$ cat src/rtl/riscv_pkg.sv
// rtl/riscv_pkg.sv - shared core constants and fetch FSM state type
package riscv_pkg;

  localparam int XLEN    = 32;
  localparam int INSTR_W = 32;

  localparam logic [XLEN-1:0]    RESET_VECTOR = 32'h0000_0000;
  localparam logic [INSTR_W-1:0] NOP_INSTR    = 32'h0000_0013;

  // S_BOOT is a single idle cycle after reset release; S_FETCH then runs forever.
  typedef enum logic {
    S_BOOT  = 1'b0,
    S_FETCH = 1'b1
  } fetch_state_e;

endpackage

$ cat src/rtl/sync_fifo.sv
// rtl/sync_fifo.sv - registered synchronous FIFO with flush, used as the prefetch buffer
module sync_fifo #(
  parameter int WIDTH = 64,
  parameter int DEPTH = 4
) (
  input  logic                         clk,
  input  logic                         reset_n,
  input  logic                         flush,
  input  logic                         push,
  input  logic [WIDTH-1:0]             push_data,
  input  logic                         pop,
  output logic [WIDTH-1:0]             pop_data,
  output logic [$clog2(DEPTH):0]       count,
  output logic                         full,
  output logic                         empty
);

  localparam int AW = $clog2(DEPTH);
  localparam int CW = AW + 1;
  localparam logic [CW-1:0] DEPTH_C = CW'(DEPTH);

  logic [WIDTH-1:0] mem [DEPTH];
  logic [AW-1:0]    wr_ptr;
  logic [AW-1:0]    rd_ptr;
  logic             do_push;
  logic             do_pop;

  assign empty    = (count == '0);
  assign full     = (count == DEPTH_C);
  assign do_pop   = pop && !empty;
  // A push into a full FIFO is legal only when the head leaves in the same cycle.
  assign do_push  = push && (!full || do_pop);
  assign pop_data = mem[rd_ptr];

  // Storage array; contents need no reset because count gates visibility.
  always_ff @(posedge clk) begin
    if (do_push) begin
      mem[wr_ptr] <= push_data;
    end
  end

  // Pointers and occupancy; flush discards everything including this cycle's push.
  always_ff @(posedge clk or negedge reset_n) begin
    if (!reset_n) begin
      wr_ptr <= '0;
      rd_ptr <= '0;
      count  <= '0;
    end else if (flush) begin
      wr_ptr <= '0;
      rd_ptr <= '0;
      count  <= '0;
    end else begin
      if (do_push) begin
        wr_ptr <= wr_ptr + 1'b1;
      end
      if (do_pop) begin
        rd_ptr <= rd_ptr + 1'b1;
      end
      count <= count + CW'(do_push) - CW'(do_pop);
    end
  end

endmodule

$ cat src/rtl/fetch_unit.sv
// rtl/fetch_unit.sv - pipelined instruction fetch front-end with prefetch FIFO and redirect flush
module fetch_unit #(
  parameter int                        XLEN       = riscv_pkg::XLEN,
  parameter int                        FIFO_DEPTH = 4,
  parameter logic [XLEN-1:0]           RESET_PC   = riscv_pkg::RESET_VECTOR
) (
  input  logic              clk,
  input  logic              reset_n,
  output logic              IMEM_req_o,
  output logic [XLEN-1:0]   IMEM_addr_o,
  input  logic              IMEM_gnt_i,
  input  logic              IMEM_rvalid_i,
  input  logic [31:0]       IMEM_data_i,
  input  logic              redirect_i,
  input  logic [XLEN-1:0]   redirect_pc_i,
  output logic              instr_valid_o,
  output logic [31:0]       instr_o,
  output logic [XLEN-1:0]   instr_pc_o,
  input  logic              instr_ready_i
);

  import riscv_pkg::*;

  localparam int CW = $clog2(FIFO_DEPTH) + 1;
  localparam int FW = INSTR_W + XLEN;
  localparam logic [CW:0] DEPTH_C = (CW+1)'(FIFO_DEPTH);

  fetch_state_e     state;
  logic [XLEN-1:0]  fetch_pc;
  logic [XLEN-1:0]  resp_pc;
  logic [XLEN-1:0]  redirect_pc_aligned;
  logic [CW-1:0]    outstanding;
  logic [CW-1:0]    outstanding_nxt;
  logic [CW-1:0]    discard;
  logic [CW-1:0]    fifo_count;
  logic [CW:0]      inflight;
  logic             fifo_full;
  logic             fifo_empty;
  logic [FW-1:0]    fifo_head;
  logic             issue;
  logic             rsp_ok;
  logic             rsp_keep;
  logic             push;
  logic             pop;

  assign redirect_pc_aligned = redirect_pc_i & ~XLEN'(3);

  // Buffered plus in-flight words never exceed the FIFO size, so the FIFO cannot overflow.
  assign inflight   = {1'b0, fifo_count} + {1'b0, outstanding};
  assign IMEM_req_o = (state == S_FETCH) && (inflight < DEPTH_C);
  assign IMEM_addr_o = fetch_pc;
  assign issue      = IMEM_req_o && IMEM_gnt_i;

  // An rvalid with nothing outstanding is a protocol error and is ignored.
  assign rsp_ok   = IMEM_rvalid_i && (outstanding != '0);
  assign rsp_keep = rsp_ok && (discard == '0);
  assign push     = rsp_keep && !redirect_i;
  assign pop      = instr_valid_o && instr_ready_i;

  // Outstanding count after this cycle's grant and response.
  always_comb begin
    outstanding_nxt = outstanding + CW'(issue) - CW'(rsp_ok);
  end

  // Boot FSM: one idle cycle after reset release, then fetch permanently.
  always_ff @(posedge clk or negedge reset_n) begin
    if (!reset_n) begin
      state <= S_BOOT;
    end else if (state == S_BOOT) begin
      state <= S_FETCH;
    end
  end

  // Next fetch address: redirect overrides, otherwise advance on each accepted request.
  always_ff @(posedge clk or negedge reset_n) begin
    if (!reset_n) begin
      fetch_pc <= RESET_PC;
    end else if (redirect_i) begin
      fetch_pc <= redirect_pc_aligned;
    end else if (issue) begin
      fetch_pc <= fetch_pc + XLEN'(4);
    end
  end

  // In-flight tracking; on redirect every request still in flight becomes stale.
  always_ff @(posedge clk or negedge reset_n) begin
    if (!reset_n) begin
      outstanding <= '0;
      discard     <= '0;
    end else begin
      outstanding <= outstanding_nxt;
      if (redirect_i) begin
        discard <= outstanding_nxt;
      end else if (rsp_ok && (discard != '0)) begin
        discard <= discard - 1'b1;
      end
    end
  end

  // PC of the next live response; responses return in issue order from a contiguous stream.
  always_ff @(posedge clk or negedge reset_n) begin
    if (!reset_n) begin
      resp_pc <= RESET_PC;
    end else if (redirect_i) begin
      resp_pc <= redirect_pc_aligned;
    end else if (rsp_keep) begin
      resp_pc <= resp_pc + XLEN'(4);
    end
  end

  sync_fifo #(
    .WIDTH (FW),
    .DEPTH (FIFO_DEPTH)
  ) u_prefetch (
    .clk       (clk),
    .reset_n   (reset_n),
    .flush     (redirect_i),
    .push      (push),
    .push_data ({IMEM_data_i, resp_pc}),
    .pop       (pop),
    .pop_data  (fifo_head),
    .count     (fifo_count),
    .full      (fifo_full),
    .empty     (fifo_empty)
  );

  assign instr_valid_o = !fifo_empty;
  assign instr_o       = fifo_empty ? '0 : fifo_head[FW-1:XLEN];
  assign instr_pc_o    = fifo_empty ? '0 : fifo_head[XLEN-1:0];

  // Protocol checks: no response without a request, no push into a full buffer.
  assert property (@(posedge clk) disable iff (!reset_n) !(IMEM_rvalid_i && (outstanding == '0)));
  assert property (@(posedge clk) disable iff (!reset_n) !(push && fifo_full && !pop));

endmodule

$ cat config.mk
export PLATFORM = sky130hd
export DESIGN_NAME = fetch_unit
export DESIGN_NICKNAME = d
export VERILOG_FILES = /design/src/rtl/riscv_pkg.sv /design/src/rtl/sync_fifo.sv /design/src/rtl/fetch_unit.sv
export SDC_FILE = /design/constraint.sdc
export NUM_CORES = 1
export LEC_CHECK = 0
export BUFFER_PORTS_ARGS = -buffer_cell sky130_fd_sc_hd__buf_2
export CORE_MARGIN = 2
export CORE_UTILIZATION = 35
export CTS_CLUSTER_SIZE = 40
export DETAILED_ROUTE_END_ITERATION = 8
export GPL_TIMING_DRIVEN = 0
export PLACE_DENSITY = 0.57
export REMOVE_ABC_BUFFERS = 1
export SYNTH_ARGS = -nofsm -noshare
export SYNTH_HDL_FRONTEND = slang
export SYNTH_SLANG_ARGS = --single-unit
$ cat constraint.sdc
create_clock -name clk -period 4.7 [get_ports clk]
set_input_delay 0.47 -clock clk [delete_from_list [all_inputs] [get_ports clk]]
set_output_delay 0.47 -clock clk [all_outputs]
set_load 0.01 [all_outputs]
## Word level (Yosys, flattened, before mapping)

Memories as Yosys holds them, arrays and structs flattened.
Index checks and enable logic that the tools add are counted.
Widths: inputs -> output; s select.

- Logic and storage cells: 58
- ROM bits: 0
- Input bits: 70
- Output and inout port bits: 98
- Memories kept: 1
- Bits in registers: 78
- Bits in latches: 0
- Bits in writable memories: 256

- Muxes and demuxes: 15
- Magnitude comparators: 1
- Shift operators: 0
- Add/sub/neg operators: 10
- Reduce and logical (&&, ||, !) cells: 22
- Equal/unequal tests: 1
- Bitwise operators: 0
- Multipliers: 0
- Div/mod/pow operators: 0

Memories:

| name | words | bits a word | read ports | clocked after Yosys merged registers in | write ports | RTL line | text |
|---|---|---|---|---|---|---|---|
| u_prefetch.mem | 4 | 64 | 1 | 0 | 1 | sync_fifo.sv:22 | `logic [WIDTH-1:0] mem [DEPTH];` |

Operator list:

| operator | number |
|---|---|
| $mux 32 | 6 |
| $add 32x3->32 const B | 2 |
| $reduce_bool 2->1 | 5 |
| $logic_and 1x1->1 | 9 |
| $mux 3 | 3 |
| $mux 2 | 4 |
| $add 3x1->3 | 2 |
| $logic_not 3->1 | 2 |
| $reduce_bool 3->1 | 2 |
| $sub 3x1->3 | 2 |
| $add 2x1->2 const B | 2 |
| $add 3x3->4 | 1 |
| $lt 4x3->1 const B | 1 |
| $eq 3x3->1 const B | 1 |
| $logic_not 1->1 | 3 |
| $sub 3x1->3 const B | 1 |
| $mux 1 | 2 |
| $logic_or 1x1->1 | 1 |

## Longest topological paths before layout

Gate-level depths: netlist of the first run.

- Word-level depth: 9
- Gate-level depth with buffers: 12
- Gate-level depth less buffers: 12

## By module

Synthesis of the first run repeated with hierarchy kept, for this count alone.

- Cells, all modules: 940
- Area total of the unflattened synthesis: 14458.9 µm²

Modules (own cells, without submodules):

| module | times used | cells each | area each (µm²) | seq. area each (µm²) |
|---|---|---|---|---|
| sync_fifo | 1 | 378 | 9711.8 | 7862.5 |
| fetch_unit | 1 | 562 | 4747.1 | 1676.6 |

## Least setup slack after synthesis of the first run

No wires, ideal clock.

- Kind: register -> register
- From: reg discard[0]
- To: mem u_prefetch.mem[0][10], enable pin
- Stages on the path, launching flop included: 7
- Clock period less this slack: 3.358 ns
- Library setup time: 0.426 ns
- Path buffers: 0
- Path slack: 1.342 ns
- Arrival: 2.932 ns
- Data required time: 4.274 ns
- Path through: dfrtp_1 -> inv_1 -> ha_1 -> and2b_2 -> nand2_1 -> nor3_1 -> and2_1

- Cells in the longest elaborated chain, start to end: 6

Ends and longest elaborated chain:

| what | RTL line | text |
|---|---|---|
| start: declaration | fetch_unit.sv:34 | `logic [CW-1:0] discard;` |
| start signal: assignment | fetch_unit.sv:93 | `discard <= outstanding_nxt;` |
| start signal: assignment | fetch_unit.sv:95 | `discard <= discard - 1'b1;` |
| $logic_not 3->1 | fetch_unit.sv:56 | `assign rsp_keep = rsp_ok && (discard == '0);` |
| $logic_and 1x1->1 | fetch_unit.sv:56 |  |
| $logic_and 1x1->1 | fetch_unit.sv:57 | `assign push = rsp_keep && !redirect_i;` |
| $logic_and 1x1->1 | sync_fifo.sv:32 | `assign do_push = push && (!full \|\| do_pop);` |
| $mux 1 | sync_fifo.sv:37 | `if (do_push) begin` |
| $mux 1 (not written as such) | sync_fifo.sv:38 | `mem[wr_ptr] <= push_data;` |
| end: declaration | sync_fifo.sv:22 |  |

No other way between the ends.

## Final worst setup path of the first run

- From: reg u_prefetch.rd_ptr[0]
- To: out instr_pc_o[25]

- Cells in the longest elaborated chain, start to end: 2

Ends and longest elaborated chain:

| what | RTL line | text |
|---|---|---|
| start: declaration | sync_fifo.sv:24 | `logic [AW-1:0] rd_ptr;` |
| start signal: assignment | sync_fifo.sv:57 | `rd_ptr <= rd_ptr + 1'b1;` |
| $mem_v2 4x64 | -- |  |
| $mux 32 | fetch_unit.sv:129 | `assign instr_pc_o = fifo_empty ? '0 : fifo_head[XLEN-1:0];` |
| end: declaration | fetch_unit.sv:18 | `output logic [XLEN-1:0] instr_pc_o,` |

No other way between the ends.

==> results.toml, run 1 <==
[synthesis]
synth.top_cell.area_share_pct = 53.7
yosysTopAreaCell = "edfxtp_1"
synthArstFlopShare_pct = 23.0
yosysWarnings = 0
ys_seq_area_share_pct = 67.1
synth_area_per_cell_um2 = 16.2
synth_area_leaders = "edfxtp_1 54%, dfrtp_1 13%, mux4_2 10%"
synth.cell_area_um2 = 13900
ys_seq_elements = 322
synthDistinctLibCells = 57
synthFlopType = "edfxtp_1"
synth-edff-count = 248
synth_cells = 854

[power]
peakVddDrop_v = 0.000352
report.power.total_mw = 8.00
power_frac_comb_pct = 23.8
internal-power_mw = 5.66
power.density_nw_per_um2 = 487
p_leak_nw = 5.93
seqPwrFrac_pct = 44.1
p_switching_mw = 2.34
clkPwrFrac_pct = 32.0
swShare_pct = 29.3

[detailed_routing]
num_vias = 7907
antenna_left = 0
firstDrtPassIters = 5
drt_iter0_drc = 468
totalWireLength_um = 32200
drcViolationCount = 0
viasPerCell = 5.04
routedWlPerCell_um = 20.6

[die]
core_um2 = 38800
io_pins = 168
rows = 72
die_x_um = 203
die_h_um = 203
die_area_um2 = 41200
start_util_pct = 35.7

[finish]
fin_cells = 1568
layout_commonest_cell = "edfxtp_1"
fin_area_um2 = 16400
fillers = 3581
fin_nets = 1111
antenna_cells = 0
syn2layout_area_growth_pct = 18.5
final_cell_mix = "248 x edfxtp_1, 160 x buf_2, 72 x dfrtp_1"
drive_gt1_share_pct = 31.7

[setup_path]
startpoint_type = "flip-flop"
crit_path_end_kind = "output port"
rr_endpoint = "u_prefetch.count[2]$_DFF_PN0_"
criticalPathCategory = "flip-flop to output port"
max_stage_delay_ns = 0.86
critPathTopFamily = "flip-flops"
path_max_fanout = 37
cp-startpoint = "u_prefetch.rd_ptr[0]$_DFFE_PN0P_"
crit_path_cell_trace = "buf_16, mux4_2, and2_1, buf_2"
critPathRequiredTime_ns = 4.23
reg2reg_depth = 11
critPathBufInv = 2
crit_arrival_ns = 2.66
cp_slowest_cell = "dfrtp_4"
reg2reg_from = "discard[0]$_DFFE_PN0P_"
ff2ff_setup_slack_ns = 1.61

[place]
place_ws_ns = 1.59
dp_cells = 1504
gp_congestion = 0.817
hpwl_um = 20600
placed_cell_area_um2 = 15400
portBuffers = 161

[sta]
final-max-slew-violation-count = 0
rsz0062_at_grt = "no"
tightest_slew_ns = 1.03
finalWorstSetupSlack_ns = 1.57
setup_violations = 0
period_needed_ns = 3.13
clock_skew_ns = 0.0148
period_share_pct = 66.6
hold_viol = 0
fmax_mhz = 319
relSlewSlack_pct = 30.5

[clock_network]
numCtsBuffers = 36
cts_sinks = 322
cts_tree = "done"
clock_path_buffers = 3
clk-insertion-delay-late_ns = 0.54
ctsHtreeMaxLevel = 2
path_clk_slew_ns = 0.06
cts_root_buffer = "clkbuf_16"

[grt]
grtUsageTotal_pct = 15.8
met3_usage_pct = 3.43
grt_util_met2_pct = 24.9
grt_pass1_wl_um = 49500
grtUsageMet1_pct = 22.0
grt.overflow.total = 0
antenna_found_initial = 0
grt_pass1_vias = 8173
grt.busiest_layer = "met2"
grt_max_degree = 65

[worst_hold_path]
hold_depth = 1
min_to = "u_prefetch.mem[0][37]$_DFFE_PP_"
hold_class = "input pin to flip-flop"
min_from = "IMEM_data_i[5]"

[outcome]
status = "finished, final reports clean"

[flow_run]
drv_cap = 0
## state kept, by name (all words and copies together) (netlist names)
name / count
u_prefetch.mem: 248
u_prefetch.rd_ptr: 2
u_prefetch.count: 3
state: 1
resp_pc: 30
outstanding: 3
discard: 3
IMEM_addr_o: 30
u_prefetch.wr_ptr: 2
## Yosys cell counts (18+ instances only)
library cell and instances:
clkbuf_1 20, mux2_2 28, nand4_1 20, nor2_1 44, edfxtp_1 248, nor3_1 22, xnor2_1 22, and2_1 69
dfrtp_1 74, xor2_1 25, nand3_1 23, mux4_2 62, inv_1 18, nand2_1 29
## final cells by class
type | instances | area [um^2] | area share [%]
sequential | 322 | 9310 | 56.6
timing repair buffer | 170 | 1040 | 6.32
tap | 518 | 648 | 3.94
inverter | 20 | 76.3 | 0.465
clock buffer | 45 | 956 | 5.82
multi-input combinational | 475 | 4300 | 26.2
clock inverter | 18 | 101 | 0.617
## worst max path at each step
stage                                      endpoint  slack, ns  depth (start not counted)
CTS                                  instr_pc_o[25]       1.45                          4
global placement                     instr_pc_o[31]      -0.76                          3
global route          u_prefetch.count[2]$_DFF_PN0_       1.30                         11
floorplan                                instr_o[0]       0.87                          2
detailed placement  u_prefetch.mem[2][56]$_DFFE_PP_       1.59                          7
finish                               instr_pc_o[25]       1.57                          4
## through the flow
stage                     utilization, %  TNS, ns  hold slack (ns)
after detailed placement            39.6        0            0.444
after floorplan                        -        0            0.174
final                               42.3        0            0.148
after CTS                           42.3        0            0.101
after global routing                42.3        0            0.120
after global placement              38.9  -148.06            0.532
## timing repair
item / in CTS / in global routing
hold buffers: 1 / 0
setup buffers: 0 / 0
gates resized for setup: 0 / 0
endpoints found under the hold margin: 28 / 0
## power groups by stage
stage                     Clock [mW]  Combinational (mW)  Sequential, mW
after floorplan                    0                1.19            3.59
final                           2.56                1.91            3.53
after global placement             0                1.88            3.72
after detailed placement           0                1.97            3.60
after global routing            2.76                2.11            3.57
after CTS                       2.65                1.97            3.54
## layer usage
layer	wire length [um]	share of wire, %	vias to the layer above
li1	-	-	3610
met2	14900	46	206
met4	825	2.6	0
met5	0	0	-
met3	1670	5.2	54
met1	14800	46	4037
## cell families after synthesis
group                      after synthesis  synth area share, %
AOI/OAI and AO/OA                       46                 2.23
buffers and inverters                   60                 2.06
muxes                                   97                 12.9
xor gates and xnor gates                47                 2.97
other                                    2               0.0542
adders and majority gates               16                 1.55
DFF                                    322                 67.1
and+or+nand+nor                        264                 11.2
No activity file was read; power rests on OpenSTA's default activity.
==> run 2, diff against run 1 <==
--- a/config.mk
+++ b/config.mk
@@ -11,7 +11,7 @@
 export CTS_CLUSTER_SIZE = 40
 export DETAILED_ROUTE_END_ITERATION = 8
 export GPL_TIMING_DRIVEN = 0
-export PLACE_DENSITY = 0.57
+export PLACE_DENSITY = 0.59
 export REMOVE_ABC_BUFFERS = 1
 export SYNTH_ARGS = -nofsm -noshare
 export SYNTH_HDL_FRONTEND = slang
==> constraint.sdc (replaced) <==
create_clock -name clk -period 2.65 [get_ports clk]
set_input_delay 0.265 -clock clk [delete_from_list [all_inputs] [get_ports clk]]
set_output_delay 0.265 -clock clk [all_outputs]
set_load 0.01 [all_outputs]
==> results.toml, run 2 (synthesis results as in run 1) <==
[outcome]
status = "complete, but fails checks"
failed_checks = "negative setup slack"

[detailed_routing]
drt_iter0_drc = 490
totalWireLength_um = 33600
viasPerCell = 5.03
drcViolationCount = 0
antenna_left = 0
firstDrtPassIters = 4
num_vias = 8232
routedWlPerCell_um = 20.6

[finish]
final_cell_mix = "248 x edfxtp_1, 159 x buf_2, 71 x dfrtp_1"
fin_cells = 1635
fin_nets = 1177
final_core_util_pct = 44.3
regMostFlops = "u_prefetch.mem"
drive_gt1_share_pct = 33.6
largest_reg_flops = 248
fin_area_um2 = 17200
syn2layout_area_growth_pct = 24.2
layout_commonest_cell = "edfxtp_1"

[place]
place_ws_ns = -0.438
placed_cell_area_um2 = 15400
dp_cells = 1505
hpwl_um = 20400
gp_congestion = 0.813
portBuffers = 161

[grt]
grt_max_degree = 52
grt_pass1_vias = 8330
grtUsageTotal_pct = 16.1
grt.overflow.total = 0
antenna_found_initial = 4
grt_pass1_wl_um = 50500

[setup_path]
criticalPathCategory = "flip-flop to flip-flop"
crit_path_end_kind = "flip-flop"
cp_slowest_cell = "dfrtp_1"
critPathRequiredTime_ns = 3.01
crit_path_cell_trace = "ha_4, nor4b_4, and3_4, clkinv_4, ha_4, inv_2, ha_4, fa_2, xnor2_2, xnor2_2, nand2_1, o21ai_1"
path_common_cell = "ha_4"
crit_arrival_ns = 3.05
max_stage_delay_ns = 0.41
startpoint_type = "flip-flop"
path_max_fanout = 4

[clock_network]
numCtsBuffers = 36
cts_sinks = 322
path_clk_slew_ns = 0.06
ctsHtreeMaxLevel = 2
cts_root_buffer = "clkbuf_16"
clk-insertion-delay-late_ns = 0.53
clock_path_buffers = 3
cts_tree = "done"

[sta]
setup-tns-final_ns = -0.0311
fin_hold_ws_ns = 0.0263
hold_viol = 0
rsz0062_at_grt = "yes"
relSlewSlack_pct = 36.9
period_share_pct = 101
finalWorstSetupSlack_ns = -0.0311
period_needed_ns = 2.68
final-max-slew-violation-count = 0
clock_skew_ns = 0.0251
tightest_slew_ns = 0.947
fmax_mhz = 373
setup_violations = 1

[die]
io_pins = 168
die_h_um = 203
start_util_pct = 35.7
core_um2 = 38800
die_area_um2 = 41200
die_x_um = 203
rows = 72

[power]
peakVddDrop_v = 0.000371
p_leak_nw = 6.27
power_frac_comb_pct = 27.0
internal-power_mw = 10.7
p_switching_mw = 4.34
swShare_pct = 28.9
power.density_nw_per_um2 = 874
clkPwrFrac_pct = 32.0
seqPwrFrac_pct = 41.0
report.power.total_mw = 15.0

[worst_hold_path]
hold_class = "input pin to flip-flop"

[flow_run]
drv_cap = 0
run 2: changes by cell type in the layout (fill, tap and decap cells not counted), sizes merged, moves of 2 or more:
cell         before  now
dlygate4sd3       1   37
buf             169  196
clkbuf           45   49
clkinv           16   12
bufinv            0    3
inv              21   18
and2             70   72
run 2: area by class of cell:
cell class              count  area [um^2]
diodes                      1         2.50
clock buffers              49          971
clock inverters            14          148
fillers                  3453        21600
inverters                  20         81.3
multi-input cells         478         4410
flip-flops and latches    322         9310
well taps                 518          648
repair buffers            233         1650
run 2: routing by layer:
metal	vias to the layer above	global-route usage, %	share of wire, %
met5	-	0	0
met3	58	3.40	5.3
li1	3751	-	-
met2	226	26.4	48
met4	0	5.24	2.7
met1	4197	21.5	44
run 2: final timing paths:
check                                                 start                               end  slack [ns]  cells past startpoint
max reg2reg                   u_prefetch.count[2]$_DFF_PN0_            discard[2]$_DFFE_PN0P_       -0.03                     12
min reg2reg                u_prefetch.wr_ptr[0]$_DFFE_PN0P_  u_prefetch.wr_ptr[0]$_DFFE_PN0P_        0.54                      1
min                                       redirect_pc_i[13]       IMEM_addr_o[13]$_DFFE_PN0N_        0.03                      2
min in group asynchronous                           reset_n           resp_pc[27]$_DFFE_PN0N_        0.24                      2
max                           u_prefetch.count[2]$_DFF_PN0_            discard[2]$_DFFE_PN0P_       -0.03                     12
max in group asynchronous                           reset_n  u_prefetch.rd_ptr[0]$_DFFE_PN0P_        1.80                      3
run 2: critical path, delay by kind of cell, from the launching register on:
kind	cells	cell delay, ns
AOI/OAI and AO/OA	1	0.08
and+or+nand+nor	3	0.61
xor gates and xnor gates	2	0.29
adders and majority gates	4	1.02
buffers and inverters	2	0.10
DFF	1	0.41
run 2: power by group through the flow:
stage | sequential, mW | combinational (mW) | clock, mW
after global routing | 6.21 | 4.48 | 5.15
after global placement | 6.51 | 3.24 | 0
after floorplan | 6.37 | 2.10 | 0
final | 6.17 | 4.07 | 4.81
after CTS | 6.16 | 4.06 | 4.96
after detailed placement | 6.42 | 3.46 | 0
run 2: timing repair:
action | CTS | global route
endpoints found under the hold margin | 166 | 0
pin swaps | 6 | 11
resized for setup | 18 | 11
gates cloned | 1 | 2
hold buffers | 37 | 0
buffers inserted | 19 | 9
endpoints found under the setup margin | 330 | 186
